===== config.mk =====
export PLATFORM = sky130hd
export DESIGN_NAME = mc_control_fsm
export DESIGN_NICKNAME = d
export VERILOG_FILES = /design/src/rtl/mc_control_fsm.sv
export SDC_FILE = /design/constraint.sdc
export NUM_CORES = 1
export LEC_CHECK = 0
export ABC_AREA = 0
export CELL_PAD_IN_SITES_DETAIL_PLACEMENT = 1
export CELL_PAD_IN_SITES_GLOBAL_PLACEMENT = 2
export CORE_ASPECT_RATIO = 0.6
export CORE_MARGIN = 3
export CORE_UTILIZATION = 22
export DETAILED_ROUTE_END_ITERATION = 10
export PLACE_DENSITY_LB_ADDON = 0.15
export SYNTH_ARGS = -nofsm -noshare
export SYNTH_HDL_FRONTEND = slang
export SYNTH_SLANG_ARGS = --single-unit

===== constraint.sdc =====
create_clock -name clk -period 2.9 [get_ports clk]
set_clock_uncertainty 0.05 [all_clocks]
set_input_delay 0.29 -clock clk [delete_from_list [all_inputs] [get_ports clk]]
set_output_delay 0.29 -clock clk [all_outputs]
set_load 0.1 [all_outputs]

===== src/rtl/mc_control_fsm.sv =====
// Multi-cycle CPU control unit: Moore FSM stepping IF/ID/EXE/MEM/WB and decoding datapath controls.
// Optional MC_ILLEGAL_TRAP_EN: undefined opcodes trap to HALT and raise the sticky illegal flag.
module mc_control_fsm #(
  parameter int OPW    = 6,
  parameter int ALUOPW = 3
) (
  input  logic              clk,
  input  logic              rst,
  input  logic [OPW-1:0]    opcode,
  input  logic              zero,
  output logic              PCWre,
  output logic              IRWre,
  output logic              ExtSel,
  output logic              ALUSrcB,
  output logic              RegWre,
  output logic              RegDst,
  output logic              WrDataSrc,
  output logic              mRD,
  output logic              mWR,
  output logic [1:0]        PCSrc,
  output logic [ALUOPW-1:0] ALUOp,
  output logic [3:0]        state,
  output logic              halted
`ifdef MC_ILLEGAL_TRAP_EN
  ,
  output logic              illegal
`endif
);

  typedef enum logic [3:0] {
    S_IF     = 4'd0,
    S_ID     = 4'd1,
    S_EXE_AL = 4'd2,
    S_WB_AL  = 4'd3,
    S_EXE_BR = 4'd4,
    S_EXE_LS = 4'd5,
    S_MEM    = 4'd6,
    S_WB_LD  = 4'd7,
    S_HALT   = 4'd8
  } state_t;

  localparam logic [OPW-1:0] OP_ADD  = OPW'(6'b000000);
  localparam logic [OPW-1:0] OP_SUB  = OPW'(6'b000001);
  localparam logic [OPW-1:0] OP_ADDI = OPW'(6'b000010);
  localparam logic [OPW-1:0] OP_AND  = OPW'(6'b010000);
  localparam logic [OPW-1:0] OP_ANDI = OPW'(6'b010001);
  localparam logic [OPW-1:0] OP_ORI  = OPW'(6'b010010);
  localparam logic [OPW-1:0] OP_SLT  = OPW'(6'b011000);
  localparam logic [OPW-1:0] OP_SW   = OPW'(6'b100110);
  localparam logic [OPW-1:0] OP_LW   = OPW'(6'b100111);
  localparam logic [OPW-1:0] OP_BEQ  = OPW'(6'b110000);
  localparam logic [OPW-1:0] OP_J    = OPW'(6'b111000);
  localparam logic [OPW-1:0] OP_HALT = OPW'(6'b111111);

  state_t state_reg;
  state_t cur;
  logic   is_r, is_imm, is_ls, is_lw, is_beq, is_j, is_halt, is_alu, known, in_instr;
  logic [2:0] aluop_c;

  always_comb begin
    is_r    = (opcode == OP_ADD) || (opcode == OP_SUB) || (opcode == OP_AND) || (opcode == OP_SLT);
    is_imm  = (opcode == OP_ADDI) || (opcode == OP_ANDI) || (opcode == OP_ORI);
    is_lw   = (opcode == OP_LW);
    is_ls   = is_lw || (opcode == OP_SW);
    is_beq  = (opcode == OP_BEQ);
    is_j    = (opcode == OP_J);
    is_halt = (opcode == OP_HALT);
    is_alu  = is_r || is_imm;
    known   = is_alu || is_ls || is_beq || is_j || is_halt;
  end

  always_ff @(posedge clk) begin
    if (rst) begin
      state_reg <= S_IF;
    end else begin
      case (state_reg)
        S_IF:     state_reg <= S_ID;
        S_ID: begin
          if (is_alu)       state_reg <= S_EXE_AL;
          else if (is_ls)   state_reg <= S_EXE_LS;
          else if (is_beq)  state_reg <= S_EXE_BR;
          else if (is_halt) state_reg <= S_HALT;
`ifdef MC_ILLEGAL_TRAP_EN
          else if (!known)  state_reg <= S_HALT;
`endif
          else              state_reg <= S_IF;
        end
        S_EXE_AL: state_reg <= S_WB_AL;
        S_EXE_LS: state_reg <= S_MEM;
        S_MEM:    state_reg <= is_lw ? S_WB_LD : S_IF;
        S_HALT:   state_reg <= S_HALT;
        default:  state_reg <= S_IF;
      endcase
    end
  end

`ifdef MC_ILLEGAL_TRAP_EN
  logic illegal_reg;
  always_ff @(posedge clk) begin
    if (rst)
      illegal_reg <= 1'b0;
    else if (state_reg == S_ID && !known)
      illegal_reg <= 1'b1;
  end
  assign illegal = illegal_reg;
`endif

  // A cycle with rst high decodes as IF so an aborted instruction cannot fire a late write.
  assign cur      = rst ? S_IF : state_reg;
  assign in_instr = (cur != S_IF) && (cur != S_HALT);
  assign state    = state_reg;

  always_comb begin
    PCWre     = 1'b0;
    IRWre     = 1'b0;
    ExtSel    = 1'b0;
    ALUSrcB   = 1'b0;
    RegWre    = 1'b0;
    RegDst    = 1'b0;
    WrDataSrc = 1'b0;
    mRD       = 1'b0;
    mWR       = 1'b0;
    PCSrc     = 2'b00;
    aluop_c   = 3'b000;
    halted    = (cur == S_HALT);
    case (cur)
      S_IF: IRWre = 1'b1;
      S_ID: begin
        if (is_j) begin
          PCWre = 1'b1;
          PCSrc = 2'b10;
        end
`ifndef MC_ILLEGAL_TRAP_EN
        else if (!known) PCWre = 1'b1;
`endif
      end
      S_WB_AL: begin
        PCWre  = 1'b1;
        RegWre = 1'b1;
      end
      S_EXE_BR: begin
        PCWre = 1'b1;
        PCSrc = {1'b0, zero};
      end
      S_MEM: begin
        if (is_lw) mRD = 1'b1;
        else begin
          mWR   = 1'b1;
          PCWre = 1'b1;
        end
      end
      S_WB_LD: begin
        PCWre     = 1'b1;
        RegWre    = 1'b1;
        WrDataSrc = 1'b1;
      end
      default: ;
    endcase
    if (in_instr) begin
      ExtSel  = (opcode == OP_ADDI) || is_ls || is_beq;
      ALUSrcB = is_imm || is_ls;
      RegDst  = is_r;
      if ((opcode == OP_SUB) || is_beq)                           aluop_c = 3'b001;
      else if ((opcode == OP_AND) || (opcode == OP_ANDI))         aluop_c = 3'b010;
      else if (opcode == OP_ORI)                                  aluop_c = 3'b011;
      else if (opcode == OP_SLT)                                  aluop_c = 3'b100;
    end
  end

  assign ALUOp = ALUOPW'(aluop_c);

endmodule


==> flow_summary.json, run 1 <==
{
  "status": "completed",
  "hold_violations": 0,
  "wl_per_cell_microns": 16.7,
  "async_flop_share": 0,
  "worst_path_dominant_cell_family": "buffers and inverters",
  "syn_area_sq_um": 592,
  "cts_hold_buf": 0,
  "clk_latency_ns": 0.22,
  "power.density_nw_per_um2": 276,
  "endpoint_kind": "output port",
  "synth_nets": 94,
  "cts_setup_buffers": 0,
  "wl_microns": 2350,
  "synth_edf_count": 0,
  "ios": 28,
  "start_util": 0.251,
  "fp.coreArea_sq_um": 2360,
  "numPortBuffers": 27,
  "p_sw_mw": 0.112,
  "drtPass1Iterations": 3,
  "worstMarginPinSlew_ns": 0.405,
  "core.rowCount": 13,
  "antenna_found_initial": 0,
  "cts_resized": 0,
  "ant_nets": 0,
  "required_ns": 2.56,
  "timing.final.crit_share": 0.885,
  "drive_gt1_frac": 0.387,
  "slowest_delay_ns": 0.60,
  "worstSetupStartpointType": "input port",
  "clock_sinks": 4,
  "final_max_slew_viol_count": 0,
  "gp_congestion": 0.722,
  "dp_hpwl_microns": 1860,
  "synth_area_leaders": "dfxtp_1, nand3_1, nor2_1, a21oi_1, nor3_1",
  "grt_pass1_vias": 736,
  "largest_reg_flops": 4,
  "p_leak_nw": 0.412,
  "placed_cells": 138,
  "clkPwrFrac": 0.408,
  "ys_ff_latch": 4,
  "postSynthCellCount": 85,
  "synth.largest_area_cell": "dfxtp_1",
  "cp_max_fo": 9,
  "relSlewSlack": 0.729,
  "area_growth_pct": 83.5,
  "critPathBufInv": 2,
  "synth_cell_types": 39,
  "root_buffer": "clkbuf_8",
  "layout_common_cells": "buf_12, buf_4, nor2_1",
  "via_per_inst": 5.32,
  "ys_seq_area_frac": 0.135,
  "drt_iter0_markers": 24,
  "htree_levels": 1,
  "die_width_microns": 73.0,
  "final_common_cell": "buf_12",
  "cp_cell_sequence": "clkdlybuf4s50_1 > or4b_4 > a21oi_2 > nor4_1 > a211o_2 > buf_12",
  "grt_overflow_total": 0,
  "vias": 750,
  "power_switching_share": 0.374,
  "cts_tree": "built",
  "die_area_sq_um": 3370,
  "n_antenna_cell": 0,
  "rsz0062_at_grt": "no",
  "seqPwrFrac": 0.214,
  "synth_top_area_share": 0.135,
  "cap_viol_max_count": 0,
  "synth_ff_type": "dfxtp_1",
  "cts_made_buffers": 3,
  "clockBufferDepth": 2,
  "fp.dieH_microns": 46.2,
  "finalSetupTns_ns": 0,
  "min_period_ns": 2.57,
  "clkTransAtPathRegs_ns": 0.04,
  "setup_violations": 0,
  "fmax_mhz": 390,
  "synth_area_per_cell_sq_um": 6.96,
  "fill_cells": 281,
  "grt_pass1_wl_microns": 3750,
  "worstHoldPathType": "register to register",
  "worst_path_max_delay_cell": "clkdlybuf4s50_1",
  "yosys_warnings": 0,
  "nets": 122,
  "vdd_drop_max_mv": 0.0929,
  "cp.arrival_ns": 2.23,
  "grt_start_max_net_pins": 17,
  "crit_type": "input port to output port",
  "intPower_mw": 0.188,
  "drc": 0,
  "comb_power_share": 0.378,
  "holdWs_ns": 0.547,
  "grtUsageTotal": 0.150,
  "layout.cells.non_filler": 141
}
-- worst min-delay path, stage by stage, from the launching register on --
cell and delay (ns):
dfxtp_1 0.35, nand2b_1 0.09, a2111oi_0 0.08
-- cell type report --
cell class / instances / area, sq um / share of cell area
multi-input cells: 70 / 509 / 0.469
repair buffers: 31 / 403 / 0.371
flip-flops and latches: 4 / 83.8 / 0.0772
clock buffers: 3 / 41.3 / 0.0380
well taps: 30 / 37.5 / 0.0346
inverters: 3 / 11.3 / 0.0104
-- cells in the mapped netlist, types with 3 or more instances --
master / n
nor3_1: 5
buf_2: 3
nand3b_1: 3
nor3b_1: 3
or3_1: 3
a21oi_1: 5
nand3_1: 8
dfxtp_1: 4
nor2_1: 10
inv_1: 3
o21bai_1: 3
-- final timing paths --
kind	startpoint	end	slack, ns	cells after the start
worst min register to register	state[3]	state[3]	0.55	2
worst max register to register	state[1]	state[0]	1.57	2
worst min-delay path	state[3]	state[3]	0.55	2
worst max-delay path	opcode[2]	PCWre	0.33	6
-- routing by layer --
layer	part of all wire	vias to the layer above	wire length, microns	global-route usage
li1	-	366	-	-
met1	0.54	363	1270	0.216
met2	0.42	21	980	0.210
met3	0.041	0	97	0.0392
met4	0	0	0	0.0551
met5	0	-	0	0
-- per-stage QoR --
step | cell area [sq um] | setup slack, ns | power (mW) | util
2_1_floorplan | 657 | -0.0505 | 0.142 | -
3_3_place_gp | 1040 | 0.418 | 0.175 | 0.443
3_5_place_dp | 1040 | 0.335 | 0.178 | 0.443
4_1_cts | 1090 | 0.325 | 0.300 | 0.460
5_1_grt | 1090 | 0.284 | 0.313 | 0.460
6_report | 1090 | 0.335 | 0.299 | 0.460
-- power groups by stage --
| stage | sequential (mW) | clock, mW | combinational [mW] |
|---|---|---|---|
| 2_1_floorplan | 0.0727 | 0 | 0.0691 |
| 3_3_place_gp | 0.0644 | 0 | 0.111 |
| 3_5_place_dp | 0.0645 | 0 | 0.113 |
| 4_1_cts | 0.0638 | 0.123 | 0.114 |
| 5_1_grt | 0.0646 | 0.129 | 0.120 |
| 6_report | 0.0640 | 0.122 | 0.113 |
-- kinds of logic (layout without fill, tap and decap cells) --
kind of cell,after synthesis,in the layout,synth area share
AND/OR/NAND/NOR,50,50,0.516
AO/OA/AOI/OAI,18,18,0.209
buffers and inverters,11,37,0.108
flip-flops,4,4,0.135
XOR/XNOR,1,1,0.0148
multiplexers,1,1,0.0169
Note: power is estimated with default switching activity, not from simulation.
==> run 2: changes to the inputs <==
--- a/config.mk
+++ b/config.mk
@@ -5,7 +5,6 @@
 export SDC_FILE = /design/constraint.sdc
 export NUM_CORES = 1
 export LEC_CHECK = 0
-export ABC_AREA = 0
 export CELL_PAD_IN_SITES_DETAIL_PLACEMENT = 1
 export CELL_PAD_IN_SITES_GLOBAL_PLACEMENT = 2
 export CORE_ASPECT_RATIO = 0.6
==> results of run 2 <==
Same layout as run 1: the final DEF is identical, and so are final timing and power.
